==> config.mk <==
export PLATFORM = sky130hd
export DESIGN_NAME = key_event_fifo_flat
export DESIGN_NICKNAME = d
export VERILOG_FILES = /design/src/rtl/key_event_fifo_if.sv /design/src/rtl/key_event_fifo.sv /design/src/flat_wrapper.sv
export SDC_FILE = /design/constraint.sdc
export NUM_CORES = 1
export LEC_CHECK = 0
export ABC_AREA = 1
export ABC_CLOCK_PERIOD_IN_PS = 2400
export BUFFER_PORTS_ARGS = -buffer_cell sky130_fd_sc_hd__clkbuf_2
export CAP_MARGIN = 20
export CORE_MARGIN = 3
export CORE_UTILIZATION = 40
export CTS_CLUSTER_DIAMETER = 30
export CTS_CLUSTER_SIZE = 8
export DETAILED_ROUTE_END_ITERATION = 7
export SLEW_MARGIN = 20
export SYNTH_ARGS = -nofsm -noshare
export SYNTH_HDL_FRONTEND = slang
export SYNTH_SLANG_ARGS = --single-unit
==> constraint.sdc <==
create_clock -name clock -period 2.4 [get_ports clock]
set_clock_uncertainty 0.15 [all_clocks]
set_input_delay 0.36 -clock clock [delete_from_list [all_inputs] [get_ports clock]]
set_output_delay 0.36 -clock clock [all_outputs]
set_load 0.05 [all_outputs]
==> src/rtl/key_event_fifo_if.sv <==
// rtl/key_event_fifo_if.sv - key capture and consumer handshake bundle for key_event_fifo
interface key_event_fifo_if #(
  parameter int DEPTH = 8
);
  localparam int CW = $clog2(DEPTH) + 1;

  logic          key_valid;
  logic [3:0]    key_code;
  logic          clear;
  logic          out_valid;
  logic          out_ready;
  logic [3:0]    out_code;
  logic [CW-1:0] count;
  logic          overflow;

  modport master (
    output key_valid, key_code, clear, out_ready,
    input  out_valid, out_code, count, overflow
  );

  modport slave (
    input  key_valid, key_code, clear, out_ready,
    output out_valid, out_code, count, overflow
  );
endinterface

==> src/rtl/key_event_fifo.sv <==
// rtl/key_event_fifo.sv - keypad repeat filter feeding a show-ahead key code FIFO
module key_event_fifo #(
  parameter int DEPTH   = 8,
  parameter int HOLDOFF = 16
) (
  input  logic             clock,
  input  logic             reset,
  key_event_fifo_if.slave  bus
);
  localparam int         AW     = $clog2(DEPTH);
  localparam int         CW     = AW + 1;
  localparam logic [7:0] RELOAD = 8'(HOLDOFF - 1);

  typedef enum logic {IDLE, LOCK} state_e;

  state_e        state_q, state_d;
  logic [3:0]    last_code_q, last_code_d;
  logic [7:0]    timer_q, timer_d;
  logic [AW-1:0] wr_ptr_q, wr_ptr_d;
  logic [AW-1:0] rd_ptr_q, rd_ptr_d;
  logic [CW-1:0] count_q, count_d;
  logic          overflow_q, overflow_d;
  logic [3:0]    mem_q [DEPTH];

  logic push_req, push_ok, pop, full;

  always_comb begin
    state_d     = state_q;
    last_code_d = last_code_q;
    timer_d     = timer_q;
    push_req    = 1'b0;

    case (state_q)
      IDLE: begin
        if (bus.key_valid) begin
          push_req    = 1'b1;
          last_code_d = bus.key_code;
          timer_d     = RELOAD;
          state_d     = LOCK;
        end
      end
      LOCK: begin
        if (bus.key_valid) begin
          timer_d = RELOAD;
          if (bus.key_code != last_code_q) begin
            push_req    = 1'b1;
            last_code_d = bus.key_code;
          end
        end else if (timer_q == 8'd0) begin
          state_d = IDLE;
        end else begin
          timer_d = timer_q - 8'd1;
        end
      end
    endcase

    // A pop in the same cycle frees the slot, so a full FIFO can still accept.
    full       = (count_q == CW'(DEPTH));
    pop        = (count_q != '0) && bus.out_ready;
    push_ok    = push_req && (!full || pop);
    overflow_d = overflow_q | (push_req && full && !pop);
    count_d    = count_q + CW'(push_ok) - CW'(pop);
    wr_ptr_d   = push_ok ? wr_ptr_q + AW'(1) : wr_ptr_q;
    rd_ptr_d   = pop ? rd_ptr_q + AW'(1) : rd_ptr_q;

    if (bus.clear) begin
      state_d     = IDLE;
      last_code_d = last_code_q;
      timer_d     = 8'd0;
      push_ok     = 1'b0;
      pop         = 1'b0;
      count_d     = '0;
      wr_ptr_d    = '0;
      rd_ptr_d    = '0;
      overflow_d  = 1'b0;
    end
  end

  always_ff @(posedge clock) begin
    if (!reset) begin
      state_q     <= IDLE;
      last_code_q <= 4'h0;
      timer_q     <= 8'd0;
      wr_ptr_q    <= '0;
      rd_ptr_q    <= '0;
      count_q     <= '0;
      overflow_q  <= 1'b0;
    end else begin
      state_q     <= state_d;
      last_code_q <= last_code_d;
      timer_q     <= timer_d;
      wr_ptr_q    <= wr_ptr_d;
      rd_ptr_q    <= rd_ptr_d;
      count_q     <= count_d;
      overflow_q  <= overflow_d;
    end
  end

  // Storage is never reset; out_code is masked while empty instead.
  always_ff @(posedge clock) begin
    if (push_ok) begin
      mem_q[wr_ptr_q] <= bus.key_code;
    end
  end

  assign bus.out_valid = (count_q != '0);
  assign bus.out_code  = (count_q != '0) ? mem_q[rd_ptr_q] : 4'h0;
  assign bus.count     = count_q;
  assign bus.overflow  = overflow_q;
endmodule
==> src/flat_wrapper.sv <==
// flat-port wrapper written by rule: the top's interface ports become plain ports
module key_event_fifo_flat 
#(
  parameter int DEPTH   = 8,
  parameter int HOLDOFF = 16
)
  (clock, reset, bus_key_valid, bus_key_code, bus_clear, bus_out_ready, bus_out_valid, bus_out_code, bus_count, bus_overflow);
  key_event_fifo_if #(.DEPTH(DEPTH)) bus_i ();
  input  logic clock;
  input  logic reset;
  input wire logic [$bits(bus_i.key_valid)-1:0] bus_key_valid;
  input wire logic [$bits(bus_i.key_code)-1:0] bus_key_code;
  input wire logic [$bits(bus_i.clear)-1:0] bus_clear;
  input wire logic [$bits(bus_i.out_ready)-1:0] bus_out_ready;
  output wire logic [$bits(bus_i.out_valid)-1:0] bus_out_valid;
  output wire logic [$bits(bus_i.out_code)-1:0] bus_out_code;
  output wire logic [$bits(bus_i.count)-1:0] bus_count;
  output wire logic [$bits(bus_i.overflow)-1:0] bus_overflow;
  assign bus_i.key_valid = bus_key_valid;
  assign bus_i.key_code = bus_key_code;
  assign bus_i.clear = bus_clear;
  assign bus_i.out_ready = bus_out_ready;
  assign bus_out_valid = bus_i.out_valid;
  assign bus_out_code = bus_i.out_code;
  assign bus_count = bus_i.count;
  assign bus_overflow = bus_i.overflow;
  key_event_fifo #(.DEPTH(DEPTH), .HOLDOFF(HOLDOFF)) u_core (.clock(clock), .reset(reset), .bus(bus_i));
endmodule
Yosys cells after proc, flatten, opt, wreduce, memory -nomap -nowiden. Memories as Yosys holds them, arrays and structs flattened. A register that Yosys moved wholly into a read port is not among the register bits. Index checks and enable logic that the tools add are counted.

$add $sub $neg: 5. Muxes and demuxes: 21. Reductions and logical operators: 12. Bitwise gates (word level): 4. Equality and inequality tests: 6.

Operator list (number): 2-to-1 mux 8 bit (3); 2-to-1 mux 4 bit (4); one-hot mux 8 bit (2 select lines) (1); logical NOT 8 bit (1); 2-to-1 mux 1 bit (8); one-hot mux 4 bit (2 select lines) (1); subtractor 8 x 1 -> 8 bit (second input constant) (1); adder 3 x 1 -> 3 bit (second input constant) (2); 2-to-1 mux 3 bit (2); != test 2 bit (second input constant) (3); adder 4 x 1 -> 4 bit (1); == test 4 bit (second input constant) (1); logical AND 1 bit (4); != test 4 bit (1); one-hot mux 1 bit (2 select lines) (2); AND reduction 4 bit (1); nonzero test 4 bit (1); subtractor 4 x 1 -> 4 bit (1); != test 3 bit (second input constant) (1); NOT 1 bit (3); logical NOT 1 bit (2); AND reduction 2 bit (1); OR reduction 2 bit (1); logical OR 1 bit (1); OR 1 bit (1).

Memory bits (writable): 32. Flip-flop bits (word level): 24. Memories kept: 1.

Memories: u_core.mem_q (words 8, width 4, rd ports 1, clocked after Yosys merged registers in 1, wr ports 1, line key_event_fifo.sv:23) `logic [3:0] mem_q [DEPTH];`.

Depth between registers and ports, before layout. Gate-level depths: netlist of the first run.

Depth after elaboration: 8. Depth in mapped cells: 12. Depth with buffers taken out: 12.

Least setup slack after synthesis of the first run. No wires, ideal clock.

Path type: register to register. Start: register u_core.count_q[2], in the netlist u_core.bus.count[2]. End: register u_core.count_q[1], in the netlist u_core.bus.count[1]. Stages on the path, launching flop included: 12. Path slack: -300 ps. Data arrival time: 2432 ps. Period minus slack after synthesis: 2700 ps. Data required time: 2132 ps. Cells stage by stage: dfxtp_1 > inv_1 > ha_1 > nand2_2 > nand2_2 > inv_1 > ha_1 > inv_1 > ha_1 > fa_1 > inv_1 > nor2_1.

Word-level cells in the longest chain between the ends: 6. Elaborated cells between the ends (all ways): 8. Those cells by class: add/sub (2); eq/ne (1); reduce/logical (5).

Ends and longest elaborated chain: start, declared (line key_event_fifo.sv:21) `logic [CW-1:0] count_q, count_d;`; start signal, assigned (line key_event_fifo.sv:94) `count_q <= count_d;`; nonzero test 4 bit (*); via bus_out_valid (line flat_wrapper.sv:15) `output wire logic [$bits(bus_i.out_valid)-1:0] bus_out_valid;`; logical AND 1 bit (*) (line key_event_fifo.sv:59) `pop = (count_q != '0) && bus.out_ready;`; logical OR 1 bit (line key_event_fifo.sv:60) `push_ok = push_req && (!full || pop);`; logical AND 1 bit (line key_event_fifo.sv:60); adder 4 x 1 -> 4 bit (line key_event_fifo.sv:62) `count_d = count_q + CW'(push_ok) - CW'(pop);`; subtractor 4 x 1 -> 4 bit (*) (line key_event_fifo.sv:62).

The timed path passes the listed nets; every way through them passes the cells marked *. A chain may end at the register's enable or synchronous reset.

Worst setup path after layout of the first run.
Start: register u_core.count_q[2], in the netlist u_core.bus.count[2]. End: register u_core.count_q[2], in the netlist u_core.bus.count[2].

Word-level cells in the longest chain between the ends: 6. Elaborated cells between the ends (all ways): 8. Those cells by class: add/sub (2); eq/ne (1); reduce/logical (5).

Ends and longest elaborated chain (line): == test 4 bit / nonzero test 4 bit (equally long branches) (key_event_fifo.sv:58, key_event_fifo.sv:59); logical NOT 1 bit / logical AND 1 bit (equally long branches) (key_event_fifo.sv:60, key_event_fifo.sv:59); logical OR 1 bit (key_event_fifo.sv:60); logical AND 1 bit (key_event_fifo.sv:60); adder 4 x 1 -> 4 bit (key_event_fifo.sv:62); subtractor 4 x 1 -> 4 bit (*) (key_event_fifo.sv:62).

Mark *: on every way between the ends. The rest lies on a longest branch, timed or not.

==> flow_metrics.env, run 1 <==
export IMPL_status="finished, final reports clean"
export IMPL_drt_met1_wl_um=2490
export IMPL_clk_pin_slew_ns=0.06
export IMPL_drtIter0Drc=84
export IMPL_synth_edff_count=32
export IMPL_critPathCaptureType="register"
export IMPL_cts_tree="built"
export IMPL_final_area_um2=3300
export IMPL_port_buffers=18
export IMPL_hpwl_um=4030
export IMPL_dp_cells=427
export IMPL_min_path_cells=3
export IMPL_insertion_delay_ns=0.33
export IMPL_firstDrtPassIters=4
export IMPL_post_cts_resized=1
export IMPL_drive_above_1_share=0.216
export IMPL_fp_row_count=30
export IMPL_clockBufferDepth=2
export IMPL_max_slew_margin=0.778
export IMPL_gr_total_overflow=0
export IMPL_start_kind="register"
export IMPL_drt_wl_total_um=5530
export IMPL_ff2ff_setup_slack_ns=0.15
export IMPL_crit_fanout=6
export IMPL_dr_wl_met2_um=2710
export IMPL_start_util=0.416
export IMPL_cts_sinks=59
export IMPL_area_growth_pct=15.9
export IMPL_fin_util=0.482
export IMPL_seq_power_share=0.357
export IMPL_place_area_um2=3080
export IMPL_synth_fa_ha_area_frac=0.0511
export IMPL_synth_compound_area_frac=0.0889
export IMPL_root_buffer="clkbuf_8"
export IMPL_synth_top_family_by_area="simple AND/OR/NAND/NOR gates"
export IMPL_post_synth_num_cell_types=34
export IMPL_drc_errors=0
export IMPL_syn_area_per_cell_um2=9.11
export IMPL_cts_hold_buf=0
export IMPL_top_layer_used="met4"
export IMPL_cts_setup_buffers=0
export IMPL_viasPerCell=4.74
export IMPL_grt_total_usage=0.147
export IMPL_die_h_um=90.3
export IMPL_netlist_instances=312
export IMPL_grt_pass1_vias=2045
export IMPL_die_w_um=90.3
export IMPL_antenna_found_initial=0
export IMPL_worstPathArrival_ns=2.32
export IMPL_fin_nets=362
export IMPL_htree_levels=3
export IMPL_crit_slowest_cell="fa_1"
export IMPL_design_core_area_um2=6830
export IMPL_path_cells="inv_1 -> ha_2 -> nand2_4 -> nand2_2 -> nand3_2 -> nand3_4 -> inv_4 -> ha_1 -> fa_1 -> xnor2_1 -> nor2_1"
export IMPL_rsz0062_at_grt="true"
export IMPL_yosysMostFrequentCell="nor2_1"
export IMPL_synth_top_area_cell="edfxtp_1"
export IMPL_synth_seq_area_share=0.528
export IMPL_r2r_end="u_core.bus.count[2]"
export IMPL_netSwitchingPower_mw=1.31
export IMPL_p_total_mw=3.39
export IMPL_sw_frac_of_total=0.387
export IMPL_peakVddDrop_mv=0.295
export IMPL_route_vias_total=2098
export IMPL_tightest_slew_ns=0.329
export IMPL_post_drt_wl_per_cell_um=12.5
export IMPL_numCtsBuffers=9
export IMPL_clkPwrFrac=0.279
export IMPL_synth_area_mux_share=0
export IMPL_p_per_area_nw_per_um2=1030
export IMPL_tns_ns=0
export IMPL_synth_top_area_frac=0.338
export IMPL_reg2reg_from="u_core.bus.count[2]"
export IMPL_synthTopCellsByArea="edfxtp_1, dfxtp_1, nor2_1"
export IMPL_finalHoldViolations=0
export IMPL_io_pins=19
export IMPL_crit_path_max_incr_delay_ns=0.39
export IMPL_wl_met3_um=292
export IMPL_synth_xor_area_frac=0.00924
export IMPL_slew_violations=0
export IMPL_p_leak_nw=1.32
export IMPL_whs_endpoint="u_core.last_code_q[1]"
export IMPL_worst_ep_required_time_ns=2.47
export IMPL_min_path_type="input port to register"
export IMPL_antenna_left=0
export IMPL_async_flop_share=0
export IMPL_crit_type="register to register"
export IMPL_max_clock_freq_mhz=445
export IMPL_ys_seq_elements=59
export IMPL_min_period_ns=2.25
export IMPL_synth_common_cells="nor2_1, nand2_1, inv_1"
export IMPL_grt_pass1_wl_um=9430
export IMPL_cap_violations=0
export IMPL_netlist_area_um2=2840
export IMPL_final_period_utilization=0.937
export IMPL_synth_simple_area_share=0.253
export IMPL_stdcell_count=443
export IMPL_syn_nets=332
export IMPL_ys_warn_count=0
export IMPL_grt_max_degree=17
export IMPL_combPwrFrac=0.364
export IMPL_final_setup_viol_count=0
export IMPL_synthFlopType="edfxtp_1"
export IMPL_internal_power_mw=2.08
export IMPL_die_area_um2=8150
export IMPL_rr_worst_depth=11
export IMPL_gp_congestion=0.763
export IMPL_min_delay_start="reset"
export IMPL_antennaDiodeCount=0
-- worst max path at each step --
stage                   startpoint                   to  slack (ns)  depth (start not counted)
6_report       u_core.bus.count[2]  u_core.bus.count[2]        0.15                         11
3_3_place_gp       bus_key_code[1]  u_core.bus.count[2]        0.22                         12
3_5_place_dp   u_core.bus.count[2]  u_core.bus.count[2]        0.14                         11
4_1_cts                   register      bus_out_code[3]        0.04                          8
5_1_grt                   register      bus_out_code[0]      -0.008                          6
2_1_floorplan  u_core.bus.count[3]  u_core.bus.count[1]        0.03                         11
-- cell usage in the layout, fill, tap and decap left out, types with 2 or more instances in the layout --
cell type / Yosys / routed
nor2_1: 62 / 62
nand2_1: 39 / 39
inv_1: 37 / 37
edfxtp_1: 32 / 32
o21ai_0: 24 / 24
dfxtp_1: 27 / 21
clkbuf_2: 0 / 18
nand3_1: 14 / 14
nor2_2: 12 / 12
a21oi_1: 9 / 9
ha_1: 10 / 9
clkbuf_8: 0 / 9
buf_4: 1 / 8
nand4_1: 7 / 7
o32ai_1: 4 / 4
dfxtp_2: 0 / 4
clkinv_1: 0 / 4
nand3_4: 3 / 3
nand2_2: 4 / 3
a21oi_2: 3 / 3
xnor2_1: 2 / 2
nand2_4: 1 / 2
o21ai_1: 2 / 2
dfxtp_4: 0 / 2
bufinv_16: 0 / 2
-- state kept, by name (all words and copies together), names as in the netlist, named ones only --
name                 flops
u_core.mem_q            32
u_core.timer_q           8
u_core.bus.count         4
u_core.last_code_q       4
u_core.rd_ptr_q          3
u_core.wr_ptr_q          3
u_core.bus.overflow      1
u_core.state_q           1
-- metrics by stage --
stage                     worst slack [ns]  hold slack (ns)
after global routing              -0.00786            0.150
after detailed placement             0.142            0.295
after floorplan                     0.0327            0.298
after global placement               0.223            0.291
final                                0.151            0.147
after CTS                           0.0407            0.136
-- metal layers --
metal / track usage / up-vias
met4: 0.0574 / 0
li1: - / 1090
met3: 0.0375 / 4
met2: 0.245 / 38
met1: 0.182 / 966
met5: 0 / -
-- power groups by stage --
stage / Clock, mW / Combinational [mW] / Sequential [mW]
after floorplan: 0 / 0.872 / 1.30
after detailed placement: 0 / 1.24 / 1.23
final: 0.946 / 1.23 / 1.21
after CTS: 0.974 / 1.25 / 1.21
after global routing: 1.02 / 1.36 / 1.22
after global placement: 0 / 1.22 / 1.23
-- critical path, delay by kind of cell, from the launching register on --
| kind | cells | cell delay [ns] |
|---|---|---|
| xor+xnor | 1 | 0.16 |
| fa+ha+maj | 3 | 0.82 |
| buf+inv | 2 | 0.16 |
| flops | 1 | 0.34 |
| simple gates | 5 | 0.52 |
-- kinds of logic (layout without fill, tap and decap cells) --
group | after synthesis | count (layout)
AO/OA/AOI/OAI | 43 | 43
XOR/XNOR | 3 | 3
adder cells (fa/ha/maj) | 11 | 11
buffers and inverters | 47 | 82
flip-flops | 59 | 59
AND/OR/NAND/NOR | 149 | 149
-- layout make-up --
class | count | area [um2]
clock inverter | 7 | 82.6
multi-input combinational | 206 | 1150
tap | 96 | 120
sequential | 59 | 1510
inverter | 40 | 154
fill | 690 | 3540
clock buffer | 9 | 124
timing repair buffer | 26 | 150
Note: power is estimated with default switching activity, not from simulation.
==> run 2: changes to the inputs <==
--- a/config.mk
+++ b/config.mk
@@ -14,7 +14,7 @@
 export CTS_CLUSTER_DIAMETER = 30
 export CTS_CLUSTER_SIZE = 8
 export DETAILED_ROUTE_END_ITERATION = 7
-export SLEW_MARGIN = 20
+export PLACE_DENSITY_LB_ADDON = 0.12
 export SYNTH_ARGS = -nofsm -noshare
 export SYNTH_HDL_FRONTEND = slang
 export SYNTH_SLANG_ARGS = --single-unit
==> flow_metrics.env, run 2 (same netlist as run 1, synthesis figures left out) <==
export IMPL_worstPathArrival_ns=1.78
export IMPL_fillers=685
export IMPL_cap_violations=0
export IMPL_final_setup_viol_count=0
export IMPL_final_period_utilization=0.956
export IMPL_crit_type="register to output pin"
export IMPL_numCtsBuffers=9
export IMPL_top_layer_used="met4"
export IMPL_critPathCaptureType="output pin"
export IMPL_gr_total_overflow=0
export IMPL_hpwl_um=3980
export IMPL_grt_pass1_vias=1916
export IMPL_largest_reg_flops=32
export IMPL_cts_hold_buf=0
export IMPL_pre_cts_ws_ns=0.150
export IMPL_rsz0062_at_grt="false"
export IMPL_tightest_slew_ns=0.371
export IMPL_worst_ep_required_time_ns=1.89
export IMPL_antennaDiodeCount=0
export IMPL_crit_path_max_incr_delay_ns=0.34
export IMPL_path_cells="inv_2 -> nor2_1 -> o32ai_1 -> nor2_1 -> nor2_1 -> clkbuf_2"
export IMPL_post_drt_wl_per_cell_um=12.7
export IMPL_max_slew_margin=0.751
export IMPL_viasPerCell=4.64
export IMPL_gp_congestion=0.787
export IMPL_die_h_um=90.3
export IMPL_fin_nets=362
export IMPL_drive_above_1_share=0.222
export IMPL_drt_wl_total_um=5620
export IMPL_wl_met3_um=237
export IMPL_tns_ns=0
export IMPL_final_cell_mix="nor2_1, nand2_1, inv_1"
export IMPL_port_buffers=18
export IMPL_fp_row_count=30
export IMPL_grt_max_degree=17
export IMPL_place_area_um2=3080
export IMPL_drt_met1_wl_um=2830
export IMPL_cts_sinks=59
export IMPL_slew_violations=0
export IMPL_route_vias_total=2056
export IMPL_min_path_type="input port to register"
export IMPL_final_common_cell="nor2_1"
export IMPL_start_util=0.416
export IMPL_die_w_um=90.3
export IMPL_io_pins=19
export IMPL_crit_slowest_cell="dfxtp_2"
export IMPL_antenna_found_initial=0
export IMPL_clockBufferDepth=2
export IMPL_drc_errors=0
export IMPL_root_buffer="clkbuf_8"
export IMPL_worst_slack_ns=0.106
export IMPL_firstDrtPassIters=4
export IMPL_grt_total_usage=0.152
export IMPL_dr_wl_met2_um=2410
export IMPL_min_delay_start="reset"
export IMPL_htree_levels=3
export IMPL_max_clock_freq_mhz=436
export IMPL_peakVddDrop_mv=0.356
export IMPL_insertion_delay_ns=0.34
export IMPL_drtIter0Drc=91
export IMPL_reg2reg_from="u_core.bus.count[2]"
export IMPL_cts_tree="built"
export IMPL_crit_fanout=16
export IMPL_grt_pass1_wl_um=9560
export IMPL_top_register="u_core.mem_q"
export IMPL_p_total_mw=3.33
export IMPL_die_area_um2=8150
export IMPL_cpMostUsedCell="nor2_1"
export IMPL_p_per_area_nw_per_um2=1010
export IMPL_top_regs="u_core.mem_q (32), u_core.timer_q (8)"
export IMPL_cts_setup_buffers=0
export IMPL_start_kind="register"
export IMPL_area_growth_pct=15.6
export IMPL_clk_pin_slew_ns=0.07
export IMPL_antenna_left=0
export IMPL_p_leak_nw=1.30
export IMPL_min_period_ns=2.29
export IMPL_design_core_area_um2=6830
export IMPL_final_area_um2=3290
export IMPL_status="finished, final reports clean"
export IMPL_finalHoldViolations=0
run 2: cell types whose count changed in the layout (fill, tap and decap cells not counted), sizes merged:
cell,before,now
clkbuf,27,26
clkinv,5,3
bufinv,2,1
buf,8,9
clkinvlp,1,4
run 2: through the flow:
stage	std cells	util	hold slack (ns)
after floorplan	312	-	0.298
after global placement	427	0.451	0.291
after detailed placement	427	0.451	0.300
after CTS	443	0.479	0.129
after global routing	443	0.481	0.152
final	443	0.481	0.134
run 2: repair_timing:
| item | CTS | global route |
|---|---|---|
| setup endpoints to repair | 2 | 5 |
| gates resized for setup | 1 | 7 |
| pin swaps | 0 | 1 |
run 2: worst paths after layout:
path,cells after the start,endpoint,slack (ns)
worst max-delay path,6,bus_out_code[0],0.11
worst min-delay path,3,u_core.last_code_q[2],0.13
worst max register to register,11,u_core.bus.count[2],0.19
worst min register to register,2,u_core.bus.overflow,0.31
run 2: routing by layer:
metal	vias up	track usage
met4	0	0.0689
met5	-	0
li1	1091	-
met2	37	0.220
met1	917	0.213
met3	11	0.0417
run 2: report_power, final:
group | switching (mW) | internal, mW
logic | 0.873 | 0.364
registers | 0.0628 | 1.14
clock network | 0.411 | 0.473
run 2: cell type report:
| cell class | count | area [um2] | share of cell area |
|---|---|---|---|
| clock buffers | 9 | 124 | 0.0377 |
| inverters | 40 | 154 | 0.0468 |
| repair buffers | 26 | 156 | 0.0476 |
| flip-flops and latches | 59 | 1510 | 0.461 |
| multi-input cells | 206 | 1150 | 0.350 |
| clock inverters | 7 | 68.8 | 0.0209 |
| well taps | 96 | 120 | 0.0366 |
run 2: worst max-delay path: cells and delay by family, from the launching register on:
family | cells | cell delay, ns
flip-flops | 1 | 0.34
AND/OR/NAND/NOR | 3 | 0.29
buffers and inverters | 2 | 0.54
AO/OA/AOI/OAI | 1 | 0.27
